==> src/rtl/serial_exec_if.sv <==
// Bundle between the decoder / 1-bit slice datapath and the phase sequencer.
// The sequencer side uses the slave modport; the decoder/datapath side uses master.
interface serial_exec_if #(
  parameter int XLEN = 32
);
  logic            instr_valid;
  logic            instr_ready;
  logic            op_sub;
  logic            op_cmp;
  logic            op_signed;
  logic            op_branch;
  logic            br_on_lt;
  logic            br_negate;
  logic            op_mem;
  logic            op_wb;
  logic [XLEN-1:0] bit_sel;
  logic            alu_cin;
  logic            alu_cout;
  logic            pc_cin;
  logic            pc_cout;
  logic            cmp_eq_in;
  logic            cmp_lt_in;
  logic            cmp_eq_out;
  logic            cmp_lt_out;
  logic            cmp_swap;
  logic            rf_we;
  logic            wb_cmp;
  logic            cmp_bit;
  logic            pc_en;
  logic            pc_mux_sel;
  logic            mem_req;
  logic            mem_ack;
  logic            done;

  modport master (
    output instr_valid, op_sub, op_cmp, op_signed, op_branch, br_on_lt,
           br_negate, op_mem, op_wb, alu_cout, pc_cout, cmp_eq_out,
           cmp_lt_out, mem_ack,
    input  instr_ready, bit_sel, alu_cin, pc_cin, cmp_eq_in, cmp_lt_in,
           cmp_swap, rf_we, wb_cmp, cmp_bit, pc_en, pc_mux_sel, mem_req, done
  );

  modport slave (
    input  instr_valid, op_sub, op_cmp, op_signed, op_branch, br_on_lt,
           br_negate, op_mem, op_wb, alu_cout, pc_cout, cmp_eq_out,
           cmp_lt_out, mem_ack,
    output instr_ready, bit_sel, alu_cin, pc_cin, cmp_eq_in, cmp_lt_in,
           cmp_swap, rf_we, wb_cmp, cmp_bit, pc_en, pc_mux_sel, mem_req, done
  );
endinterface

==> src/rtl/serial_exec_seq.sv <==
// Phase sequencer for the bit-serial RV32 slice datapath.
// Walks one instruction through EXEC, MEM, LDWB/CMPWB and PCUPD phases,
// each bit phase lasting XLEN cycles with a one-hot slice select.
// Optional macro SERIAL_SEQ_FAST_PC_EN: for non-mem, non-cmp instructions the
// PC update overlaps EXEC and the separate PCUPD phase is skipped.
module serial_exec_seq #(
  parameter int XLEN = 32
) (
  input logic          clk,
  input logic          rst,
  serial_exec_if.slave bus
);
  localparam int CW = $clog2(XLEN);
  localparam logic [CW-1:0] LAST = CW'(XLEN - 1);

  typedef enum logic [2:0] {IDLE, EXEC, MEM, LDWB, CMPWB, PCUPD} state_t;

  state_t        state, state_nx;
  logic [CW-1:0] cnt;
  logic [CW-1:0] idx;
  logic          last;
  logic          in_bit;
  logic          fast_pc;
  logic          pc_phase;
  logic          branch_taken;

  logic op_sub_r, op_cmp_r, op_signed_r, op_branch_r;
  logic br_on_lt_r, br_negate_r, op_mem_r, op_wb_r;
  logic alu_c, pc_c, eq_r, lt_r, done_r;

  assign last   = (cnt == LAST);
  assign in_bit = (state == EXEC) || (state == LDWB) ||
                  (state == CMPWB) || (state == PCUPD);
  // Compares scan MSB-first so the sign bit is seen before the magnitude bits.
  assign idx    = (state == EXEC && op_cmp_r) ? (LAST - cnt) : cnt;

`ifdef SERIAL_SEQ_FAST_PC_EN
  assign fast_pc = ~op_mem_r & ~op_cmp_r;
`else
  assign fast_pc = 1'b0;
`endif

  assign pc_phase     = (state == PCUPD) || (state == EXEC && fast_pc);
  // Chains are frozen after EXEC, so this stays constant across PCUPD.
  assign branch_taken = op_branch_r & ((br_on_lt_r ? lt_r : eq_r) ^ br_negate_r);

  // Next-state selection; the counter wrap marks every bit-phase exit.
  always_comb begin
    state_nx = state;
    case (state)
      IDLE:  if (bus.instr_valid) state_nx = EXEC;
      EXEC:  if (last) begin
               if (op_mem_r)                 state_nx = MEM;
               else if (op_cmp_r && op_wb_r) state_nx = CMPWB;
               else if (fast_pc)             state_nx = IDLE;
               else                          state_nx = PCUPD;
             end
      MEM:   if (bus.mem_ack) state_nx = op_wb_r ? LDWB : PCUPD;
      LDWB:  if (last) state_nx = PCUPD;
      CMPWB: if (last) state_nx = PCUPD;
      PCUPD: if (last) state_nx = IDLE;
      default: state_nx = IDLE;
    endcase
  end

  // State, slice counter and retire flag.
  always_ff @(posedge clk) begin
    if (rst) begin
      state  <= IDLE;
      cnt    <= '0;
      done_r <= 1'b0;
    end else begin
      state  <= state_nx;
      cnt    <= (in_bit && !last) ? cnt + 1'b1 : '0;
      done_r <= (state != IDLE) && (state_nx == IDLE);
    end
  end

  // Decoded fields are captured only at accept; later input changes are ignored.
  always_ff @(posedge clk) begin
    if (rst) begin
      {op_sub_r, op_cmp_r, op_signed_r, op_branch_r} <= 4'b0;
      {br_on_lt_r, br_negate_r, op_mem_r, op_wb_r}   <= 4'b0;
    end else if (state == IDLE && bus.instr_valid) begin
      op_sub_r    <= bus.op_sub;
      op_cmp_r    <= bus.op_cmp;
      op_signed_r <= bus.op_signed;
      op_branch_r <= bus.op_branch;
      br_on_lt_r  <= bus.br_on_lt;
      br_negate_r <= bus.br_negate;
      op_mem_r    <= bus.op_mem;
      op_wb_r     <= bus.op_wb;
    end
  end

  // Carry and compare chains: re-seeded at accept, advanced one slice per cycle.
  always_ff @(posedge clk) begin
    if (rst) begin
      alu_c <= 1'b0;
      pc_c  <= 1'b0;
      eq_r  <= 1'b1;
      lt_r  <= 1'b0;
    end else if (state == IDLE) begin
      if (bus.instr_valid) begin
        alu_c <= bus.op_sub;
        pc_c  <= 1'b0;
        eq_r  <= 1'b1;
        lt_r  <= 1'b0;
      end
    end else begin
      if (state == EXEC) begin
        alu_c <= bus.alu_cout;
        eq_r  <= bus.cmp_eq_out;
        lt_r  <= bus.cmp_lt_out;
      end
      if (pc_phase) pc_c <= last ? 1'b0 : bus.pc_cout;
    end
  end

  assign bus.instr_ready = (state == IDLE);
  assign bus.bit_sel     = in_bit ? ({{(XLEN-1){1'b0}}, 1'b1} << idx) : '0;
  assign bus.alu_cin     = alu_c;
  assign bus.pc_cin      = pc_c;
  assign bus.cmp_eq_in   = eq_r;
  assign bus.cmp_lt_in   = lt_r;
  assign bus.cmp_swap    = (state == EXEC) && op_cmp_r && op_signed_r && (idx == LAST);
  assign bus.rf_we       = ((state == EXEC) && op_wb_r && !op_mem_r && !op_cmp_r) ||
                           (state == LDWB) || (state == CMPWB);
  assign bus.wb_cmp      = (state == CMPWB);
  assign bus.cmp_bit     = (state == CMPWB) && (cnt == '0) && lt_r;
  assign bus.pc_en       = pc_phase;
  assign bus.pc_mux_sel  = pc_phase && branch_taken;
  assign bus.mem_req     = (state == MEM);
  assign bus.done        = done_r;
endmodule

==> src/flat_wrapper.sv <==
// flat-port wrapper written by rule: the top's interface ports become plain ports
module serial_exec_seq_flat 
#(
  parameter int XLEN = 32
)
  (clk, rst, bus_instr_valid, bus_op_sub, bus_op_cmp, bus_op_signed, bus_op_branch, bus_br_on_lt, bus_br_negate, bus_op_mem, bus_op_wb, bus_alu_cout, bus_pc_cout, bus_cmp_eq_out, bus_cmp_lt_out, bus_mem_ack, bus_instr_ready, bus_bit_sel, bus_alu_cin, bus_pc_cin, bus_cmp_eq_in, bus_cmp_lt_in, bus_cmp_swap, bus_rf_we, bus_wb_cmp, bus_cmp_bit, bus_pc_en, bus_pc_mux_sel, bus_mem_req, bus_done);
  serial_exec_if #(.XLEN(XLEN)) bus_i ();
  input logic clk;
  input logic rst;
  input wire logic [$bits(bus_i.instr_valid)-1:0] bus_instr_valid;
  input wire logic [$bits(bus_i.op_sub)-1:0] bus_op_sub;
  input wire logic [$bits(bus_i.op_cmp)-1:0] bus_op_cmp;
  input wire logic [$bits(bus_i.op_signed)-1:0] bus_op_signed;
  input wire logic [$bits(bus_i.op_branch)-1:0] bus_op_branch;
  input wire logic [$bits(bus_i.br_on_lt)-1:0] bus_br_on_lt;
  input wire logic [$bits(bus_i.br_negate)-1:0] bus_br_negate;
  input wire logic [$bits(bus_i.op_mem)-1:0] bus_op_mem;
  input wire logic [$bits(bus_i.op_wb)-1:0] bus_op_wb;
  input wire logic [$bits(bus_i.alu_cout)-1:0] bus_alu_cout;
  input wire logic [$bits(bus_i.pc_cout)-1:0] bus_pc_cout;
  input wire logic [$bits(bus_i.cmp_eq_out)-1:0] bus_cmp_eq_out;
  input wire logic [$bits(bus_i.cmp_lt_out)-1:0] bus_cmp_lt_out;
  input wire logic [$bits(bus_i.mem_ack)-1:0] bus_mem_ack;
  output wire logic [$bits(bus_i.instr_ready)-1:0] bus_instr_ready;
  output wire logic [$bits(bus_i.bit_sel)-1:0] bus_bit_sel;
  output wire logic [$bits(bus_i.alu_cin)-1:0] bus_alu_cin;
  output wire logic [$bits(bus_i.pc_cin)-1:0] bus_pc_cin;
  output wire logic [$bits(bus_i.cmp_eq_in)-1:0] bus_cmp_eq_in;
  output wire logic [$bits(bus_i.cmp_lt_in)-1:0] bus_cmp_lt_in;
  output wire logic [$bits(bus_i.cmp_swap)-1:0] bus_cmp_swap;
  output wire logic [$bits(bus_i.rf_we)-1:0] bus_rf_we;
  output wire logic [$bits(bus_i.wb_cmp)-1:0] bus_wb_cmp;
  output wire logic [$bits(bus_i.cmp_bit)-1:0] bus_cmp_bit;
  output wire logic [$bits(bus_i.pc_en)-1:0] bus_pc_en;
  output wire logic [$bits(bus_i.pc_mux_sel)-1:0] bus_pc_mux_sel;
  output wire logic [$bits(bus_i.mem_req)-1:0] bus_mem_req;
  output wire logic [$bits(bus_i.done)-1:0] bus_done;
  assign bus_i.instr_valid = bus_instr_valid;
  assign bus_i.op_sub = bus_op_sub;
  assign bus_i.op_cmp = bus_op_cmp;
  assign bus_i.op_signed = bus_op_signed;
  assign bus_i.op_branch = bus_op_branch;
  assign bus_i.br_on_lt = bus_br_on_lt;
  assign bus_i.br_negate = bus_br_negate;
  assign bus_i.op_mem = bus_op_mem;
  assign bus_i.op_wb = bus_op_wb;
  assign bus_i.alu_cout = bus_alu_cout;
  assign bus_i.pc_cout = bus_pc_cout;
  assign bus_i.cmp_eq_out = bus_cmp_eq_out;
  assign bus_i.cmp_lt_out = bus_cmp_lt_out;
  assign bus_i.mem_ack = bus_mem_ack;
  assign bus_instr_ready = bus_i.instr_ready;
  assign bus_bit_sel = bus_i.bit_sel;
  assign bus_alu_cin = bus_i.alu_cin;
  assign bus_pc_cin = bus_i.pc_cin;
  assign bus_cmp_eq_in = bus_i.cmp_eq_in;
  assign bus_cmp_lt_in = bus_i.cmp_lt_in;
  assign bus_cmp_swap = bus_i.cmp_swap;
  assign bus_rf_we = bus_i.rf_we;
  assign bus_wb_cmp = bus_i.wb_cmp;
  assign bus_cmp_bit = bus_i.cmp_bit;
  assign bus_pc_en = bus_i.pc_en;
  assign bus_pc_mux_sel = bus_i.pc_mux_sel;
  assign bus_mem_req = bus_i.mem_req;
  assign bus_done = bus_i.done;
  serial_exec_seq #(.XLEN(XLEN)) u_core (.clk(clk), .rst(rst), .bus(bus_i));
endmodule
==> config.mk <==
export PLATFORM = sky130hd
export DESIGN_NAME = serial_exec_seq_flat
export DESIGN_NICKNAME = d
export VERILOG_FILES = /design/src/rtl/serial_exec_if.sv /design/src/rtl/serial_exec_seq.sv /design/src/flat_wrapper.sv
export SDC_FILE = /design/constraint.sdc
export NUM_CORES = 1
export LEC_CHECK = 0
export ABC_AREA = 0
export BUFFER_PORTS_ARGS = -buffer_cell sky130_fd_sc_hd__buf_4
export CAP_MARGIN = 20
export CORE_MARGIN = 2
export CORE_UTILIZATION = 47
export CTS_CLUSTER_DIAMETER = 100
export DETAILED_ROUTE_END_ITERATION = 6
export PLACE_DENSITY = 0.89
export SETUP_SLACK_MARGIN = 0.2
export SLEW_MARGIN = 10
export SYNTH_ARGS = -nofsm -noshare
export SYNTH_HDL_FRONTEND = slang
export SYNTH_SLANG_ARGS = --single-unit
==> constraint.sdc <==
create_clock -name clk -period 2.3 [get_ports clk]
set_input_delay 0.46 -clock clk [delete_from_list [all_inputs] [get_ports clk]]
set_output_delay 0.46 -clock clk [all_outputs]
set_load 0.02 [all_outputs]
=== Yosys cells after proc, flatten, opt, wreduce, memory -nomap -nowiden ===
Index checks and enable logic that the tools add are counted.

* Output and inout port bits: 45
* Register bits: 20
* Bits of input ports: 16

* Reduce and logical (&&, ||, !) cells: 31
* Bitwise gates (word level): 3
* Mux-type cells: 24
* Shift operators: 1
* Equal/unequal tests: 8
* $add $sub $neg: 2

{| class="wikitable"
|+ Operators by type and width
! cell !! number
|-
| $mux W32 || 1
|-
| $shl A1 B5 Y32 const A || 1
|-
| $mux W3 || 7
|-
| $pmux W3 S5 || 1
|-
| $mux W1 || 14
|-
| $logic_and A1 B1 Y1 || 13
|-
| $eq A5 B5 Y1 const B || 2
|-
| $eq A3 B2 Y1 const B || 2
|-
| $eq A3 B3 Y1 const B || 2
|-
| $logic_not A3 Y1 || 2
|-
| $add A5 B1 Y5 const B || 1
|-
| $logic_not A5 Y1 || 1
|-
| $logic_or A1 B1 Y1 || 5
|-
| $mux W5 || 1
|-
| $sub A5 B5 Y5 const A || 1
|-
| $reduce_and A2 Y1 || 2
|-
| $reduce_bool A2 Y1 || 2
|-
| $reduce_or A2 Y1 || 2
|-
| $eq A3 B1 Y1 const B || 1
|-
| $logic_not A1 Y1 || 3
|-
| $reduce_bool A3 Y1 || 1
|-
| $ne A2 B2 Y1 const B || 1
|-
| $and A1 B1 Y1 || 1
|-
| $not A1 Y1 || 1
|-
| $xor A1 B1 Y1 || 1
|}

=== Depth between registers and ports, before layout ===
* Depth after elaboration: 7
* Gate-level depth with buffers: 7

=== Worst setup path before layout ===
No wires, ideal clock.

* Path kind: register to output
* From: register u_core.state[1]
* To: output bus_cmp_swap
* Arrival time: 1.649 ns
* Cell stages (with the launch flop): 6
* Required time: 1.840 ns
* Buffers on the path: 2
* Path slack: 0.191 ns
* Cells stage by stage: dfxtp_1 > buf_6 > and4bb_2 > buf_4 > mux2i_1 > nor3b_1

* Longest elaborated chain between the ends: 5
* Elaborated cells on any way between the ends: 6
* Classes of those cells: eq/ne (2); mux (1); reduce/logical (3)

{| class="wikitable"
|+ RTL lines
! element !! RTL line !! source
|-
| start: declaration || serial_exec_seq.sv:18 || <nowiki>state_t state, state_nx;</nowiki>
|-
| start signal: assignment || serial_exec_seq.sv:73 || <nowiki>state <= state_nx;</nowiki>
|-
| $eq A3 B1 Y1 * || serial_exec_seq.sv:35, serial_exec_seq.sv:126 ||
|-
| $logic_and A1 B1 Y1 * || serial_exec_seq.sv:35, serial_exec_seq.sv:126 ||
|-
| $mux W5 || serial_exec_seq.sv:35 || <nowiki>assign idx = (state == EXEC && op_cmp_r) ? (LAST - cnt) : cnt;</nowiki>
|-
| $eq A5 B5 Y1 || serial_exec_seq.sv:126 || <nowiki>assign bus.cmp_swap = (state == EXEC) && op_cmp_r && op_signed_r && (idx == LAST);</nowiki>
|-
| $logic_and A1 B1 Y1 * || serial_exec_seq.sv:126 ||
|-
| end: declaration || flat_wrapper.sv:30 || <nowiki>output wire logic [$bits(bus_i.cmp_swap)-1:0] bus_cmp_swap;</nowiki>
|}

Every way passes the cells marked *; elsewhere a longest branch is shown, timed or not.

=== Worst setup path after layout ===
* From: register u_core.state[2]
* To: output bus_cmp_swap

The elaborated chain is that of the path after synthesis.

==> flow_metrics.tcl <==
set metrics [dict create \
    drv_slew 0 \
    dpl_worst_slack_ns 0.268 \
    area.sequential_um2 413 \
    failed_checks "design-rule violations" \
    core_area_um2 2810 \
    grt_pass1_wl_mm 6.68 \
    via_per_inst 5.49 \
    grt_util_met2_pct 39.2 \
    netlist_area_um2 1410 \
    mappedNetlistNets 210 \
    clock_insertion_delay_worst_skew_ns 0.30 \
    most-common-layout-cells "65 x sky130_fd_sc_hd__buf_4, 42 x sky130_fd_sc_hd__nor2_1, 19 x sky130_fd_sc_hd__nand2_1" \
    timing.critical_path.from_type "flip-flop" \
    ctsRootBufferMaster "sky130_fd_sc_hd__clkbuf_4" \
    drc_errors 3 \
    final_period_minus_worst_setup_slack_ns 2.26 \
    max-clock-path-buffers 2 \
    rr_worst_depth 6 \
    detailroute.via_count 1570 \
    layout-area-overhead-vs-synth_pct 49.4 \
    reg2reg_from "u_core.cnt[0]$_SDFF_PP0_" \
    ant_nets 0 \
    timing.hold.worst.class "input port to flip-flop" \
    port-buffer-count 60 \
    cts-buffers-inserted 3 \
    vdd.ir_drop.worst_mv 0.422 \
    postLayoutSetupSlackWorst_ns 0.0402 \
    h-tree-depth 1 \
    initial_core_util_pct 50.1 \
    antenna_found_initial 0 \
    grtUsageMet3_pct 2.86 \
    cts.sink_count 20 \
    globalRoute.totalOverflow 0 \
    area_of_combinational_cells_with_multiple_inputs_um2 1070 \
    power_density_over_the_cells_nw_per_um2 364 \
    post_synth.cell_area_avg_um2 7.40 \
    drv.max_cap_violation_count 0 \
    fp.dieW_um 58.7 \
    timing.final.crit_share_pct 98.3 \
    maximum_number_of_pins_on_one_net_before_global_route_repair 18 \
    hold-path-cell-count 3 \
    ioPinCount 61 \
    totalPowerFinal_mw 0.765 \
    timing_hold_violations_final 0 \
    cts_hold_buffers 0 \
    antenna_cells 0 \
    vias_in_the_first_global_route 1449 \
    dieHeight_um 58.7 \
    criticalPathCategory "flip-flop to output pin" \
    place.gp.congestion 0.836 \
    timing.critical_path.required_ns 1.84 \
    path_max_fanout 6 \
    cts.reportedPaths.clkPinSlew_ns 0.12 \
    final_design_area_no_fill_um2 2100 \
    worst_clk_skew_ns 0.00542 \
    whs_ns 0.385 \
    end_kind "output pin" \
    grtUsageTotal_pct 24.7 \
    globalRoute.busiestLayer "met2" \
    reg2reg_slack_ns 0.42 \
    relSlewSlack_pct 59.7 \
    number_of_flip_flops_and_latches_in_the_synthesized_netlist 20 \
    std_cell_rows 19 \
    share_of_final_layout_standard_cells_stronger_than_drive_strength_1_pct 45.5 \
    report.final.setup_viol 0 \
    capture_point_of_the_worst_reg_to_reg_path "u_core.state[0]$_SDFF_PP0_" \
    dpl-instance-area_um2 1880 \
    n_fill_cell 208 \
    detailed_place_hpwl_mm 2.79 \
    final_core_util_pct 74.8 \
    nNetsFinal 276 \
    postSynthCellCount 190 \
    drt-wirelength-per-cell_um 14.3 \
    grtUsageMet1_pct 34.4 \
    status "complete, but fails checks" \
    synth_warnings 0 \
    ys.flop_type "sky130_fd_sc_hd__dfxtp_1" \
    worst_setup_path_startpoint "u_core.state[2]$_SDFF_PP0_" \
    tritoncts "done" \
    rsz0062_at_grt "yes" \
    arrival_ns 1.80 \
    count_of_flip_flops_with_a_built_in_enable_after_synthesis 0 \
    worstHoldStart "bus_op_wb" \
    detailedRoute.firstPassIterationCount 6 \
    wirelength_mm 4.10 \
    tightestPinTransition_ns 0.603 \
    hold_end "u_core.op_wb_r$_SDFFE_PP0P_" \
    max_clock_freq_mhz 443 \
    post_synth_num_cell_types 43 \
    asyncSetResetFlopFracSynth_pct 0 \
    leading_cell_type_in_the_layout_fill_and_taps_excluded "sky130_fd_sc_hd__buf_4" \
    seq_area_frac_synth_pct 28.5 \
    first_iter_violations 110 \
    floorplan.die_area_um2 3440 \
    total_leakage_power_nw 0.879 \
]
worst max path at each step:
stage / cells past startpoint / slack (ns) / endpoint
6_report: 4 / 0.04 / bus_cmp_swap
2_1_floorplan: 5 / 0.31 / bus_bit_sel[28]
5_1_grt: 5 / -0.03 / bus_bit_sel[12]
4_1_cts: 4 / 0.07 / bus_cmp_swap
3_3_place_gp: 6 / 0.29 / bus_cmp_swap
3_5_place_dp: 5 / 0.27 / bus_cmp_swap
registers in the layout, indices dropped and copies added (netlist names):
signal                flops
u_core.cnt                5
u_core.op_cmp_r           1
u_core.op_branch_r        1
u_core.bus.cmp_lt_in      1
u_core.bus.cmp_eq_in      1
u_core.bus.alu_cin        1
u_core.op_signed_r        1
u_core.br_negate_r        1
u_core.op_wb_r            1
u_core.bus.done           1
u_core.state              3
u_core.br_on_lt_r         1
u_core.op_mem_r           1
u_core.bus.pc_cin         1
cells by family (layout without fill, tap and decap cells):
kind of cell | count (synthesis) | in the layout | share of synthesized area, %
AOI/OAI and AO/OA | 26 | 26 | 12.8
DFF | 20 | 20 | 28.5
xor gates and xnor gates | 3 | 3 | 1.87
and+or+nand+nor | 114 | 115 | 40.9
adders and majority gates | 4 | 4 | 3.56
muxes | 10 | 10 | 7.21
buffers and inverters | 13 | 77 | 5.16
through the flow:
stage / TNS (ns) / instances
2_1_floorplan: 0 / 190
3_3_place_gp: 0 / 278
3_5_place_dp: 0 / 278
4_1_cts: 0 / 286
5_1_grt: -0.307 / 286
6_report: 0 / 286
layout make-up:
| class | instances | share of cell area (%) |
|---|---|---|
| timing repair buffer | 68 | 24.9 |
| inverter | 5 | 0.894 |
| tap | 31 | 1.85 |
| multi-input combinational | 158 | 51.0 |
| clock buffer | 4 | 1.73 |
| sequential | 20 | 19.7 |
layer usage:
layer,up-vias,routed length [um]
met3,4,222
met2,55,2120
met1,734,1730
met5,-,0
li1,777,-
met4,0,34
cells in the mapped netlist, types with 2 or more instances:
library cell	instances	share of area, %
sky130_fd_sc_hd__o221ai_2	2	2.1
sky130_fd_sc_hd__nand3b_1	5	2.7
sky130_fd_sc_hd__mux2i_1	9	6.4
sky130_fd_sc_hd__nand2b_1	7	3.1
sky130_fd_sc_hd__and3_1	3	1.3
sky130_fd_sc_hd__nor2b_1	4	1.8
sky130_fd_sc_hd__or3b_2	2	1.2
sky130_fd_sc_hd__ha_1	4	3.6
sky130_fd_sc_hd__dfxtp_1	20	28
sky130_fd_sc_hd__buf_6	2	1.6
sky130_fd_sc_hd__nor3_1	5	1.8
sky130_fd_sc_hd__inv_1	5	1.3
sky130_fd_sc_hd__nand2_1	27	7.2
sky130_fd_sc_hd__xnor2_1	2	1.2
sky130_fd_sc_hd__nand3_1	2	0.71
sky130_fd_sc_hd__a21oi_1	14	5.0
sky130_fd_sc_hd__o22ai_1	2	0.89
sky130_fd_sc_hd__buf_2	4	1.4
sky130_fd_sc_hd__nor3b_1	2	1.1
sky130_fd_sc_hd__nor2_1	45	12
sky130_fd_sc_hd__or2_2	2	0.89
power breakdown:
group | total [mW] | internal [mW] | leakage (nW) | switching, mW
logic | 0.180 | 0.0813 | 0.692 | 0.0983
registers | 0.377 | 0.361 | 0.166 | 0.0159
clock network | 0.209 | 0.0966 | 0.0210 | 0.112
critical path: stages, from the launching register on:
cell	delay, ns
sky130_fd_sc_hd__dfxtp_2	0.36
sky130_fd_sc_hd__and4bb_4	0.43
sky130_fd_sc_hd__mux2i_4	0.29
sky130_fd_sc_hd__nor3b_2	0.24
sky130_fd_sc_hd__buf_4	0.18
timing repair:
action                                  in CTS  in global routing
endpoints found under the setup margin      35                 37
pin swaps                                    7                  2
resized for setup                           23                 17
gates cloned                                 1                  0
setup buffers                                3                  0
Note: power is estimated with default switching activity, not from simulation.
